--- src/rtl/jogo_seq_param.sv ---
`default_nettype none
// ============================================================================
//  Module      : jogo_seq_param
//  Description : Parametrised PlaySeq sequence-memory game engine.
//                Each round the player records one more step (GRAVA), the
//                core replays the whole sequence on the LEDs, then checks the
//                player's repetition press by press.
//  Ports       : clock     - system clock
//                reset     - asynchronous, active-high reset
//                jogar     - start/restart request (INICIAL or FIM_* only)
//                botoes    - button levels, already synchronised
//                tamanho   - target length minus 1, latched on start
//                modo_auto - (JOGO_SEQ_LFSR_EN only) LFSR records the steps
//                leds      - LED drive (replay / echo of buttons)
//                ganhou, perdeu, timeout - end-of-game flags
//                pronto    - game finished
//                rodada    - current round index
//                db_estado - FSM state code
//  Options     : define JOGO_SEQ_LFSR_EN to add modo_auto and the LFSR.
//  Revision    : 1.0 - initial release
// ============================================================================
module jogo_seq_param #(
    parameter int N_BOTOES  = 4,
    parameter int PROF      = 16,
    parameter int T_LED     = 1000,
    parameter int T_APAGADO = 250,
    parameter int T_TIMEOUT = 5000
) (
    input  logic                    clock,
    input  logic                    reset,
    input  logic                    jogar,
    input  logic [N_BOTOES-1:0]     botoes,
    input  logic [$clog2(PROF)-1:0] tamanho,
`ifdef JOGO_SEQ_LFSR_EN
    input  logic                    modo_auto,
`endif
    output logic [N_BOTOES-1:0]     leds,
    output logic                    ganhou,
    output logic                    perdeu,
    output logic                    timeout,
    output logic                    pronto,
    output logic [$clog2(PROF)-1:0] rodada,
    output logic [3:0]              db_estado
);

    localparam int RW   = $clog2(PROF);
    localparam int BW   = $clog2(N_BOTOES);
    localparam int TMAX = (T_LED > T_APAGADO)
                        ? ((T_LED > T_TIMEOUT) ? T_LED : T_TIMEOUT)
                        : ((T_APAGADO > T_TIMEOUT) ? T_APAGADO : T_TIMEOUT);
    localparam int TW   = $clog2(TMAX + 1);

    typedef enum logic [3:0] {
        INICIAL        = 4'd0,
        PREPARA        = 4'd1,
        GRAVA          = 4'd2,
        MOSTRA_ACESO   = 4'd3,
        MOSTRA_APAGADO = 4'd4,
        ESPERA         = 4'd5,
        COMPARA        = 4'd6,
        PROX_JOGADA    = 4'd7,
        PROX_RODADA    = 4'd8,
        FIM_GANHOU     = 4'd9,
        FIM_PERDEU     = 4'd10,
        FIM_TIMEOUT    = 4'd11
    } estado_t;

    estado_t            estado, prox_estado;
    logic [N_BOTOES-1:0] botoes_d;
    logic [BW-1:0]      mem [PROF];
    logic [BW-1:0]      press_idx;
    logic [RW-1:0]      r, idx, len;
    logic [TW-1:0]      tmr;

    logic               press_ev, press_ok, tmr_fim;
    logic [BW-1:0]      press_idx_w, wr_dado;
    logic               ld_len, ini, wr_mem, inc_r, clr_idx, inc_idx, clr_tmr;

    // Index of the highest set bit; only meaningful for one-hot inputs.
    function automatic logic [BW-1:0] codifica(input logic [N_BOTOES-1:0] v);
        logic [BW-1:0] k;
        k = '0;
        for (int i = 0; i < N_BOTOES; i++)
            if (v[i]) k = BW'(i);
        return k;
    endfunction

    // A press is the first cycle any button is seen after all were released,
    // so a held button never re-triggers.
    assign press_ev    = (botoes != '0) && (botoes_d == '0);
    assign press_ok    = press_ev && ((botoes & (botoes - N_BOTOES'(1))) == '0);
    assign press_idx_w = codifica(botoes);
    assign tmr_fim     = (tmr == TW'(T_TIMEOUT - 1));

`ifdef JOGO_SEQ_LFSR_EN
    logic [15:0]   lfsr;
    logic [BW-1:0] auto_dado;
    // 5-bit dividend so N_BOTOES=16 is representable as a modulus.
    assign auto_dado = BW'({1'b0, lfsr[3:0]} % 5'(N_BOTOES));

    always_ff @(posedge clock or posedge reset) begin
        if (reset) lfsr <= 16'hACE1;
        else       lfsr <= {1'b0, lfsr[15:1]} ^ (lfsr[0] ? 16'hB400 : 16'h0000);
    end
`endif

    // Next state and datapath strobes.
    always_comb begin
        prox_estado = estado;
        ld_len      = 1'b0;
        ini         = 1'b0;
        wr_mem      = 1'b0;
        wr_dado     = press_idx_w;
        inc_r       = 1'b0;
        clr_idx     = 1'b0;
        inc_idx     = 1'b0;
        case (estado)
            INICIAL, FIM_GANHOU, FIM_PERDEU, FIM_TIMEOUT: begin
                if (jogar) begin
                    prox_estado = PREPARA;
                    ld_len      = 1'b1;
                end
            end
            PREPARA: begin
                ini         = 1'b1;
                prox_estado = GRAVA;
            end
            GRAVA: begin
`ifdef JOGO_SEQ_LFSR_EN
                if (modo_auto) begin
                    wr_mem      = 1'b1;
                    wr_dado     = auto_dado;
                    clr_idx     = 1'b1;
                    prox_estado = MOSTRA_ACESO;
                end else
`endif
                if (press_ok) begin
                    wr_mem      = 1'b1;
                    clr_idx     = 1'b1;
                    prox_estado = MOSTRA_ACESO;
                end else if (!press_ev && tmr_fim) begin
                    prox_estado = FIM_TIMEOUT;
                end
            end
            MOSTRA_ACESO: begin
                if (tmr == TW'(T_LED - 1)) prox_estado = MOSTRA_APAGADO;
            end
            MOSTRA_APAGADO: begin
                if (tmr == TW'(T_APAGADO - 1)) begin
                    if (idx == r) begin
                        clr_idx     = 1'b1;
                        prox_estado = ESPERA;
                    end else begin
                        inc_idx     = 1'b1;
                        prox_estado = MOSTRA_ACESO;
                    end
                end
            end
            ESPERA: begin
                if (press_ev)     prox_estado = press_ok ? COMPARA : FIM_PERDEU;
                else if (tmr_fim) prox_estado = FIM_TIMEOUT;
            end
            COMPARA: begin
                if (mem[idx] != press_idx) prox_estado = FIM_PERDEU;
                else if (idx != r)         prox_estado = PROX_JOGADA;
                else if (r == len)         prox_estado = FIM_GANHOU;
                else                       prox_estado = PROX_RODADA;
            end
            PROX_JOGADA: begin
                inc_idx     = 1'b1;
                prox_estado = ESPERA;
            end
            PROX_RODADA: begin
                inc_r       = 1'b1;
                prox_estado = GRAVA;
            end
            default: prox_estado = INICIAL;
        endcase
        // One shared timer: restarts on every state change and on any press
        // while waiting for the player.
        clr_tmr = (prox_estado != estado) ||
                  (press_ev && ((estado == GRAVA) || (estado == ESPERA)));
    end

    always_ff @(posedge clock or posedge reset) begin
        if (reset) begin
            estado    <= INICIAL;
            botoes_d  <= '0;
            press_idx <= '0;
            r         <= '0;
            idx       <= '0;
            len       <= '0;
            tmr       <= '0;
        end else begin
            estado   <= prox_estado;
            botoes_d <= botoes;
            if (press_ev) press_idx <= press_idx_w;
            if (ld_len)   len <= tamanho;
            if (ini)        r <= '0;
            else if (inc_r) r <= r + RW'(1);
            if (ini || clr_idx) idx <= '0;
            else if (inc_idx)   idx <= idx + RW'(1);
            tmr <= clr_tmr ? '0 : tmr + TW'(1);
        end
    end

    // Sequence storage: no reset, contents are defined by GRAVA writes.
    always_ff @(posedge clock) begin
        if (wr_mem) mem[r] <= wr_dado;
    end

    always_comb begin
        leds = '0;
        case (estado)
            MOSTRA_ACESO: leds = N_BOTOES'(1) << mem[idx];
            ESPERA:       leds = botoes;
            default:      leds = '0;
        endcase
    end

    assign ganhou    = (estado == FIM_GANHOU);
    assign perdeu    = (estado == FIM_PERDEU);
    assign timeout   = (estado == FIM_TIMEOUT);
    assign pronto    = ganhou || perdeu || timeout;
    assign rodada    = r;
    assign db_estado = estado;

endmodule
`default_nettype wire

--- config.mk ---
export PLATFORM = sky130hd
export DESIGN_NAME = jogo_seq_param
export DESIGN_NICKNAME = d
export VERILOG_FILES = /design/src/rtl/jogo_seq_param.sv
export SDC_FILE = /design/constraint.sdc
export NUM_CORES = 1
export LEC_CHECK = 0
export BUFFER_PORTS_ARGS = -buffer_cell sky130_fd_sc_hd__buf_2
export CAP_MARGIN = 20
export CORE_ASPECT_RATIO = 1.4
export CORE_MARGIN = 1.5
export CORE_UTILIZATION = 40
export CTS_CLUSTER_DIAMETER = 120
export CTS_CLUSTER_SIZE = 14
export DETAILED_ROUTE_END_ITERATION = 6
export PLACE_DENSITY_LB_ADDON = 0.1
export SLEW_MARGIN = 20
export SYNTH_ARGS = -nofsm -noshare
export SYNTH_HDL_FRONTEND = slang
export SYNTH_SLANG_ARGS = --single-unit
--- constraint.sdc ---
create_clock -name clock -period 4.1 [get_ports clock]
set_input_delay 0.41 -clock clock [delete_from_list [all_inputs] [get_ports clock]]
set_output_delay 0.41 -clock clock [all_outputs]
set_load 0.01 [all_outputs]
==> results of run 1 <==
## flip-flops by register name, indices dropped and copies added, names as in the netlist
register,count
tmr,13
len,4
botoes_d,4
idx,4
press_idx,2
mem,32
db_estado,4
rodada,4
## cell type report
cell class	count	area, um2
clock buffers	11	232.7
clock inverters	5	30.03
fillers	934	5155
inverters	12	45.04
multi-input cells	269	1887
flip-flops and latches	67	1837
well taps	132	165.2
repair buffers	30	160.2
## through the flow
stage	hold WS [ns]	power [mW]
after detailed placement	0.5184	1.538
after CTS	0.2067	2.223
after global routing	0.2291	2.326
final	0.1805	2.197
after global placement	0.5125	1.533
after floorplan	0.4414	1.389
## power breakdown
group / switching, mW / leakage [nW] / internal [mW]
combinational: 0.375 / 0.775 / 0.257
clock: 0.270 / 0.127 / 0.406
sequential: 0.125 / 0.739 / 0.764
total: 0.770 / 1.64 / 1.43
## critical path, delay by kind of cell, from the launching register on
family	cells	cell delay, ns
AOI/OAI and AO/OA	2	0.46
muxes	2	0.90
DFF	1	0.83
buffers and inverters	1	0.13
and+or+nand+nor	1	0.06
## cells by family after synthesis
family / after synthesis / synth area share (%)
muxes: 24 / 7.056
buffers and inverters: 36 / 5.403
xor gates and xnor gates: 26 / 5.785
AOI/OAI and AO/OA: 57 / 10.71
adders and majority gates: 8 / 2.479
and+or+nand+nor: 154 / 21.90
DFF: 67 / 46.66
## cell usage after synthesis (2+ instances only)
master	instances
sky130_fd_sc_hd__and3_1	3
sky130_fd_sc_hd__nor2b_1	6
sky130_fd_sc_hd__nand4_1	7
sky130_fd_sc_hd__a211oi_1	2
sky130_fd_sc_hd__nand3_1	10
sky130_fd_sc_hd__buf_6	4
sky130_fd_sc_hd__o2111ai_1	2
sky130_fd_sc_hd__xnor2_1	9
sky130_fd_sc_hd__a22oi_1	5
sky130_fd_sc_hd__dfrtp_1	35
sky130_fd_sc_hd__and2_1	4
sky130_fd_sc_hd__nand2_1	37
sky130_fd_sc_hd__o41ai_1	2
sky130_fd_sc_hd__o21ai_0	13
sky130_fd_sc_hd__ha_1	7
sky130_fd_sc_hd__nor2_1	33
sky130_fd_sc_hd__o211ai_1	3
sky130_fd_sc_hd__mux2_2	7
sky130_fd_sc_hd__o31ai_1	3
sky130_fd_sc_hd__mux2i_1	14
sky130_fd_sc_hd__inv_1	11
sky130_fd_sc_hd__a21oi_1	9
sky130_fd_sc_hd__nor3_1	14
sky130_fd_sc_hd__clkbuf_8	2
sky130_fd_sc_hd__nor4_2	2
sky130_fd_sc_hd__clkbuf_1	12
sky130_fd_sc_hd__mux4_2	2
sky130_fd_sc_hd__buf_2	2
sky130_fd_sc_hd__o32ai_1	3
sky130_fd_sc_hd__nor4b_1	5
sky130_fd_sc_hd__edfxtp_1	32
sky130_fd_sc_hd__nand2b_1	4
sky130_fd_sc_hd__buf_4	2
sky130_fd_sc_hd__xor2_1	17
sky130_fd_sc_hd__and4_1	3
sky130_fd_sc_hd__a22o_1	3
sky130_fd_sc_hd__or2_2	2
sky130_fd_sc_hd__nor4_1	2
sky130_fd_sc_hd__nor3_2	10
## path summary, 6_finish.rpt
kind / endpoint / slack [ns] / cells after the start
max: leds[1] / 0.99 / 6
min: press_idx[0] / 0.18 / 3
max reg2reg: tmr[12] / 1.23 / 5
min reg2reg: len[0] / 0.52 / 1
max in group asynchronous: db_estado[1] / 3.58 / 3
min in group clock: botoes_d[0] / 0.28 / 1
## metal layers
metal	GRT usage [%]	vias up
met5	0	-
met4	10.38	0
met3	3.276	20
met2	33.14	50
met1	22.44	1450
li1	-	1395
## cell usage in the layout, fill, tap and decap left out, drive strengths merged, types with 9 or more instances in the layout
cell	count
mux2i	15
nor3	24
xor2	17
clkbuf	11
o21ai	14
buf	30
nand3	10
xnor2	9
nor2	34
edfxtp	32
inv	12
dfrtp	35
a21oi	9
nand2	38
==> metrics, run 1 <==
result of the run completed; final worst path period share 75.79%; critical path start-end classification reg -> out; sequential cell area fraction in the yosys report 46.66%; 1st-pass router iterations 4; classification of the worst-slack hold path in -> async; pin count of the biggest net entering global routing 36; number of placed I/O pins 27; number of buffers created by CTS 9; number of synthesized register bits 67; number of unique standard cell types used by synthesis 68; Area Overhead vs Synth 10.68%; iteration-0 DRC count of the detailed router 102; layout net count 407; beginning of the critical path idx[0]; final-report hold violation count 0; quantity of I/O buffers inserted on ports 26; Crit-path slowest cell sky130_fd_sc_hd__dfrtp_1; number of H-tree levels 3; syn nets 390; f_max 321.8 MHz; Mean Syn Cell Area 10.58 um2; via count of the first global-routing pass 2984; root buffer cell sky130_fd_sc_hd__clkbuf_16; antenna violations before repair 0; number of instances resized during post-cts repair 0; slack of the critical path 0.9925 ns; number of setup buffers added after CTS 0; leading post-synthesis cells by cell area sky130_fd_sc_hd__edfxtp_1 (24%), sky130_fd_sc_hd__dfrtp_1 (22%), sky130_fd_sc_hd__xor2_1 (3.8%); later-pin clock latency in the skew report 0.33 ns; starting density of the core 41.38%; worst setup skew after layout 0.005376 ns; Max clock buf depth 2; post-route minimum period 3.108 ns; final number of setup-violating endpoints 0; area inside the core boundary 0.009512 mm2; endpoint class of the critical path primary output; Cell Area, Synth 0.003936 mm2; Max Fanout on Critical Path 14; ordered cell list for the critical path mux4_2 > mux2_2 > nand2_1 > o21ai_0 > a22o_2 > buf_2; GRT Overall Usage 19.26%; via count normalized by instance count 5.542; wire length of the first global-routing pass 15140 um; Top Layer Used met4; leakage component of the power 1.640 nW; final weighted congestion in routability-driven placement 0.8409; Detailed Route WL 9272 um; fraction of layout instances using a drive strength above 1 20.05%; required time reported for the critical path endpoint 3.69 ns; dpl hpwl 6743 um; met2 wire length 4893 um; pre-CTS worst setup slack 1.269 ns; M1 wire length 3824 um; slew at the pin closest to its max-slew limit 0.7894 ns; worst rel slew slack 47.26%; post-placement cell area 0.004094 mm2; area share of the leading cell type in the synthesized netlist 24.41%; largest vdd supply drop 277.4 uV; number of flops mapped to enable cells by yosys 32; maxcap violations 0; antenna violation net count after detailed routing 0; wire length per cell after detailed routing 17.63 um; YS warnings 0; share of synthesized registers carrying an async set or reset 52.24%; die extent in y 120.4 um; setup TNS 0 ns; # diodes 0; aggregate global routing overflow 0; DRC viols 0; die outline area 0.01045 mm2; largest stage delay on the critical path 0.83 ns; final standard cell utilization of the core 45.80%; Worst EP arrival 2.70 ns; Sink Count 67; placed cell count 510; count of placed standard cells in the final layout, fillers left out 526; via count 2915; Pwr per Cell Area 504.3 mW/mm2; predominant post-synthesis flop cell sky130_fd_sc_hd__dfrtp_1; die boundary width 86.84 um; clock transition at the registers of the reported paths 0.05 ns; final instance area 0.004357 mm2; setup repair after global routing missed its margin false; Final Max Tran Viols 0; nature of the critical path startpoint flip-flop; R2R Path Start db_estado[3]; Placement Rows 42; Syn Inst Count 372; detailed route wirelength on metal3 212 um; post-synth top area cell sky130_fd_sc_hd__edfxtp_1; clock tree from TritonCTS built; Post-CTS Hold Buffers 0
No activity file was read; power rests on OpenSTA's default activity.
==> run 2: changes to the inputs <==
==> constraint.sdc (replaced) <==
create_clock -name clock -period 2.7 [get_ports clock]
set_input_delay 0.27 -clock clock [delete_from_list [all_inputs] [get_ports clock]]
set_output_delay 0.27 -clock clock [all_outputs]
set_load 0.01 [all_outputs]
==> metrics, run 2 (synthesis gave the netlist of run 1 again) <==
result of the run completed; Post-CTS Hold Buffers 0 (unchanged); most common cell after layout, fill and taps aside sky130_fd_sc_hd__nand2_1; largest reg by FF count mem; Placement Rows 42 (unchanged); placed cell count 524 (+2.7%); detailed route wirelength on metal3 238 um (+12%); Max clock buf depth 2 (unchanged); Worst EP arrival 2.30 ns (-0.40 ns); M1 wire length 3723 um (-2.6%); area inside the core boundary 0.009512 mm2 (unchanged); via count of the first global-routing pass 2979 (-0.17%); largest vdd supply drop 478.8 uV (+73%); commonest non-fill, non-tap cells in the layout sky130_fd_sc_hd__nand2_1 (37), sky130_fd_sc_hd__dfrtp_1 (35), sky130_fd_sc_hd__nor2_1 (33); # diodes 0 (unchanged); leakage component of the power 1.725 nW (+5.2%); Area Overhead vs Synth 14.08%; post-route minimum period 2.572 ns; proportion of power drawn by combinational gates 31.1% (+2.3 points); pre-CTS worst setup slack 0.1820 ns (-1.087 ns); wire length per cell after detailed routing 17.13 um (-2.8%); number of H-tree levels 3 (unchanged); antenna violation net count after detailed routing 0 (unchanged); Sink Count 67 (unchanged); required time reported for the critical path endpoint 2.43 ns (-1.26 ns); critical path start-end classification reg -> out; count of placed standard cells in the final layout, fillers left out 540 (+2.7%); sw power 1.171 mW (+52%); ordered cell list for the critical path buf_12 > mux4_2 > mux2_2 > nand2_1 > o21ai_1 > a22o_2 > buf_2; nature of the critical path startpoint flip-flop; final-report hold violation count 0 (unchanged); fraction of layout instances using a drive strength above 1 22.30% (+2.3 points); part of the total power dissipated in the clock network 31.9% (+1.2 points); via count normalized by instance count 5.389 (-2.8%); slack of the critical path 0.1283 ns (-0.8641 ns); quantity of I/O buffers inserted on ports 26 (unchanged); classification of the worst-slack hold path in -> async; f_max 388.9 MHz; later-pin clock latency in the skew report 0.33 ns (about the same); die outline area 0.01045 mm2 (unchanged); endpoint class of the critical path primary output; setup TNS 0 ns (unchanged); die extent in y 120.4 um (unchanged); Top Layer Used met4; beginning of the critical path idx[0]; R2R Path Start botoes_d[1]; Fill cells 904 (-3.2%); family with the most delay on the worst path multiplexers; largest stage delay on the critical path 0.56 ns (-0.27 ns); 1st-pass router iterations 4 (unchanged); Detailed Route WL 9250 um (-0.24%); clock transition at the registers of the reported paths 0.05 ns (about the same); DRC viols 0 (unchanged); iteration-0 DRC count of the detailed router 139 (+36%); wire length of the first global-routing pass 15040 um (-0.63%); Max Fanout on Critical Path 14 (unchanged); via count 2910 (-0.17%); Crit-path slowest cell sky130_fd_sc_hd__mux4_2; switching share of power 33.56% (-1.5 points); antenna violations before repair 0 (unchanged); aggregate global routing overflow 0 (unchanged); number of buffers created by CTS 9 (unchanged); GRT Overall Usage 19.33% (+0.069 points); slew at the pin closest to its max-slew limit 0.5736 ns (-0.2158 ns); dpl hpwl 6906 um (+2.4%); Reg power frac 37.0% (-3.5 points); final number of setup-violating endpoints 0 (unchanged); worst setup skew after layout 0.007529 ns (+0.002153 ns); met2 wire length 5037 um (+2.9%); worst rel slew slack 61.64% (+14 points); Final Max Tran Viols 0 (unchanged); number of flip-flops in the largest register 32 (unchanged); clock tree from TritonCTS built; die boundary width 86.84 um (unchanged); final weighted congestion in routability-driven placement 0.8279 (-1.5%); largest registers mem: 32 flops, tmr: 13 flops; Pwr per Cell Area 777.2 mW/mm2 (+54%); buffer and inverter count on the worst path 2 (+1); final worst path period share 95.25%; pin count of the biggest net entering global routing 36 (unchanged); layout net count 421 (+3.4%); maxcap violations 0 (unchanged); starting density of the core 41.38% (unchanged); setup repair after global routing missed its margin false; Int Pwr 2.319 mW (+63%); root buffer cell sky130_fd_sc_hd__clkbuf_16; number of placed I/O pins 27 (unchanged)
[run 2: timing repair]
item | CTS | global route
gates resized for setup | 1 | 0
buffers inserted | 0 | 0
endpoints found under the setup margin | 1 | 0
[run 2: final cells by class]
type | instances | area, um2 | area share [%]
clock buffer | 13 | 240.2 | 5.350
clock inverter | 3 | 38.79 | 0.8637
inverter | 12 | 45.04 | 1.003
multi-input combinational | 269 | 1887 | 42.02
sequential | 67 | 1837 | 40.90
tap | 132 | 165.2 | 3.678
timing repair buffer | 44 | 277.8 | 6.186
[run 2: path summary, 6_finish.rpt]
kind	cells after the start	endpoint	slack, ns
setup / recovery	7	leds[1]	0.13
hold / removal	3	botoes_d[2]	0.03
setup reg to reg	7	tmr[3]	0.18
hold reg to reg	1	len[2]	0.52
max in group asynchronous	3	db_estado[1]	2.33
min in group clock	1	botoes_d[0]	0.14
[run 2: worst reg2reg max path, stage by stage (launching register included)]
cell	delay [ns]
sky130_fd_sc_hd__dfrtp_1	0.38
sky130_fd_sc_hd__or4_1	0.59
sky130_fd_sc_hd__a21oi_1	0.23
sky130_fd_sc_hd__o32ai_1	0.17
sky130_fd_sc_hd__a2111oi_4	0.43
sky130_fd_sc_hd__mux2i_2	0.24
sky130_fd_sc_hd__buf_4	0.26
sky130_fd_sc_hd__nor3_1	0.08
[run 2: layer usage]
metal,GRT usage [%],vias to the layer above
met5,0,-
met4,9.375,0
met3,3.686,17
met2,34.01,49
met1,22.03,1419
li1,-,1425
[run 2: power groups by stage]
stage	Sequential, mW	Combinational (mW)	Clock (mW)
3_5_place_dp	1.31	1.09	0
6_report	1.29	1.09	1.11
5_1_grt	1.31	1.20	1.18
4_1_cts	1.29	1.10	1.14
2_1_floorplan	1.26	0.847	0
3_3_place_gp	1.31	1.08	0
[run 2: per-stage QoR]
stage / power (mW) / hold slack, ns / cell area [um2] / util (%)
2_1_floorplan: 2.109 / 0.3014 / 3936 / -
3_3_place_gp: 2.393 / 0.4043 / 4212 / 44.28
5_1_grt: 3.692 / 0.08546 / 4491 / 47.21
4_1_cts: 3.525 / 0.05677 / 4491 / 47.21
6_report: 3.490 / 0.03238 / 4491 / 47.21
3_5_place_dp: 2.402 / 0.4048 / 4212 / 44.28
==> run 3: changes to the inputs <==
--- a/config.mk
+++ b/config.mk
@@ -5,6 +5,7 @@
 export SDC_FILE = /design/constraint.sdc
 export NUM_CORES = 1
 export LEC_CHECK = 0
+export ABC_AREA = 1
 export BUFFER_PORTS_ARGS = -buffer_cell sky130_fd_sc_hd__buf_2
 export CAP_MARGIN = 20
 export CORE_ASPECT_RATIO = 1.4
==> metrics, run 3 <==
YS warnings 0 (unchanged); Fill cells 919 (+1.7%); quantity of I/O buffers inserted on ports 26 (unchanged); dpl hpwl 6662 um (-3.5%); syn nets 457 (+17%); starting density of the core 40.79% (-0.59 points); result of the run completed; leakage component of the power 1.860 nW (+7.8%); Placement Rows 41 (-2.4%); commonest cells in the netlist sky130_fd_sc_hd__nand2_1 (111), sky130_fd_sc_hd__nor2_1 (67), sky130_fd_sc_hd__inv_1 (48); number of buffers created by CTS 9 (unchanged); register-to-register path setup slack 0.32 ns (+0.14 ns); maxcap violations 0 (unchanged); Post-CTS Hold Buffers 0 (unchanged); setup TNS 0 ns (unchanged); area inside the core boundary 0.008926 mm2 (-6.2%); Worst EP arrival 2.64 ns (+0.34 ns); worst rel slew slack 52.29% (-9.4 points); post-route minimum period 2.380 ns (-0.1912 ns); Syn Inst Count 439 (+18%); fraction of layout instances using a drive strength above 1 16.22% (-6.1 points); root buffer cell sky130_fd_sc_hd__clkbuf_16; critical path start-end classification reg -> reg; Max clock buf depth 2 (unchanged); pin count of the biggest net entering global routing 22 (-39%); number of setup buffers added after CTS 0 (unchanged); sequential cell area fraction in the yosys report 50.45% (+3.8 points); number of unique standard cell types used by synthesis 33 (-51%); endpoint class of the critical path flip-flop; Detailed Route WL 8683 um (-6.1%); share of synthesized registers carrying an async set or reset 52.24% (unchanged); largest vdd supply drop 370.9 uV (-23%); count of placed standard cells in the final layout, fillers left out 588 (+8.9%); final standard cell utilization of the core 46.93% (-0.28 points); pre-CTS worst setup slack 0.1741 ns (-0.007898 ns); die boundary width 83.64 um (-3.7%); clock tree from TritonCTS built; antenna violations before repair 0 (unchanged); area used by multi-input combinational logic 0.001568 mm2 (-17%); die extent in y 115.9 um (-3.7%); layout net count 494 (+17%); via count 2974 (+2.2%); setup repair after global routing missed its margin false; Max Fanout on Critical Path 13 (-1); most common cell after layout, fill and taps aside sky130_fd_sc_hd__nand2_1; f_max 420.1 MHz (+8.0%); iteration-0 DRC count of the detailed router 135 (-2.9%); leading post-synthesis cells by cell area sky130_fd_sc_hd__edfxtp_1 (26%), sky130_fd_sc_hd__dfrtp_1 (24%), sky130_fd_sc_hd__nand2_1 (11%); Final Max Tran Viols 0 (unchanged); number of instances resized during post-cts repair 0 (-1); Cell Area, Synth 0.003641 mm2 (-7.5%); via count of the first global-routing pass 3008 (+0.97%); area share of the leading cell type in the synthesized netlist 26.39% (+2.0 points); beginning of the critical path idx[1]; number of H-tree levels 3 (unchanged); largest registers mem: 32 flops, tmr: 13 flops; later-pin clock latency in the skew report 0.34 ns (about the same); required time reported for the critical path endpoint 2.96 ns (+0.53 ns); wire length per cell after detailed routing 14.77 um (-14%); via count normalized by instance count 5.058 (-6.1%); Mean Syn Cell Area 8.294 um2 (-22%); aggregate global routing overflow 0 (unchanged); Reg power frac 41.2% (+4.2 points); number of placed I/O pins 27 (unchanged); commonest non-fill, non-tap cells in the layout sky130_fd_sc_hd__nand2_1 (111), sky130_fd_sc_hd__nor2_1 (67), sky130_fd_sc_hd__inv_1 (48); count leader, synth sky130_fd_sc_hd__nand2_1; final weighted congestion in routability-driven placement 0.9111 (+10%); worst setup skew after layout 0.006909 ns (-0.0006200 ns); predominant post-synthesis flop cell sky130_fd_sc_hd__dfrtp_1; antenna violation net count after detailed routing 0 (unchanged); sw power 875.4 uW (-25%); number of flops mapped to enable cells by yosys 32 (unchanged); proportion of power drawn by combinational gates 20.1% (-11 points); Area Overhead vs Synth 15.05%; 1st-pass router iterations 4 (unchanged); clock transition at the registers of the reported paths 0.05 ns (about the same); Int Pwr 2.040 mW (-12%); cell depth of the worst flop-to-flop path 14 (+7); GRT Overall Usage 19.80% (+0.47 points); final worst path period share 88.17% (-7.1 points); Storage cell area 0.001837 mm2 (unchanged); wire length of the first global-routing pass 14400 um (-4.3%); slack of the critical path 0.3195 ns (+0.1912 ns); classification of the worst-slack hold path in -> async; placed cell count 572 (+9.2%); part of the total power dissipated in the clock network 38.7% (+6.8 points); slew at the pin closest to its max-slew limit 0.7148 ns (+0.1413 ns); Sink Count 67 (unchanged); worst reg2reg path endpoint tmr[0]; die outline area 0.009692 mm2 (-7.3%); number of flip-flops in the largest register 32 (unchanged); Power, Total 2.916 mW (-16%); final-report hold violation count 0 (unchanged); DRC viols 0 (unchanged); # diodes 0 (unchanged); number of synthesized register bits 67 (unchanged); nature of the critical path startpoint flip-flop; post-synth top area cell sky130_fd_sc_hd__edfxtp_1; R2R Path Start idx[1]; Pwr per Cell Area 696.0 mW/mm2 (-10%); switching share of power 30.02% (-3.5 points); final number of setup-violating endpoints 0 (unchanged); largest reg by FF count mem
[run 3: power groups by stage]
stage	Clock (mW)	Sequential [mW]	Combinational, mW
after floorplan	0	1.21	0.440
after global placement	0	1.22	0.574
after global routing	1.20	1.21	0.672
after detailed placement	0	1.22	0.578
after CTS	1.15	1.20	0.579
final	1.13	1.20	0.587
[run 3: per-layer routing]
metal	track usage, %	share of wire (%)
met1	20.46	38
met2	37.20	56
met3	4.274	2.6
met4	10.93	3.4
met5	0	0
[run 3: per-stage QoR]
step                      instance area [um2]  hold slack (ns)
final                                    4189          0.04216
after global placement                   3901           0.4076
after CTS                                4182          0.05812
after floorplan                          3641           0.3014
after detailed placement                 3901           0.4097
after global routing                     4189          0.06607
[run 3: cell families (layout without fill, tap and decap cells)]
kind of cell,after synthesis,count (layout),share of synthesized area (%)
and+or+nand+nor,258,258,31.37
xor gates and xnor gates,17,17,4.090
buffers and inverters,59,101,6.701
DFF,67,67,50.45
adders and majority gates,7,7,2.405
AOI/OAI and AO/OA,31,31,4.983
[run 3: worst max-delay path by stage]
stage / end / slack [ns] / cells after the start
finish: tmr[0] / 0.32 / 14
floorplan: tmr[4] / 0.76 / 14
CTS: tmr[0] / 0.16 / 14
global placement: tmr[0] / 0.25 / 14
global route: tmr[1] / 0.06 / 14
detailed placement: tmr[0] / 0.17 / 14
[run 3: worst max-delay path: stages, from the launching register on]
cell	delay, ns
sky130_fd_sc_hd__dfrtp_1	0.57
sky130_fd_sc_hd__inv_2	0.17
sky130_fd_sc_hd__nor2_1	0.13
sky130_fd_sc_hd__o21ai_1	0.08
sky130_fd_sc_hd__nand3_1	0.15
sky130_fd_sc_hd__nand2_2	0.10
sky130_fd_sc_hd__nand2_1	0.09
sky130_fd_sc_hd__nand2_1	0.07
sky130_fd_sc_hd__nand2_2	0.09
sky130_fd_sc_hd__nand4_1	0.15
sky130_fd_sc_hd__nand3_1	0.10
sky130_fd_sc_hd__nand2_1	0.05
sky130_fd_sc_hd__nor2_1	0.16
sky130_fd_sc_hd__nand3_4	0.24
sky130_fd_sc_hd__nor2_1	0.15
[run 3: final cells by class]
class,count,area share [%]
Clock buffer,13,5.735
Clock inverter,3,0.9558
Inverter,54,4.839
Multi-Input combinational cell,313,37.43
Sequential cell,67,43.85
Tap cell,107,3.196
Timing Repair Buffer,31,4.002
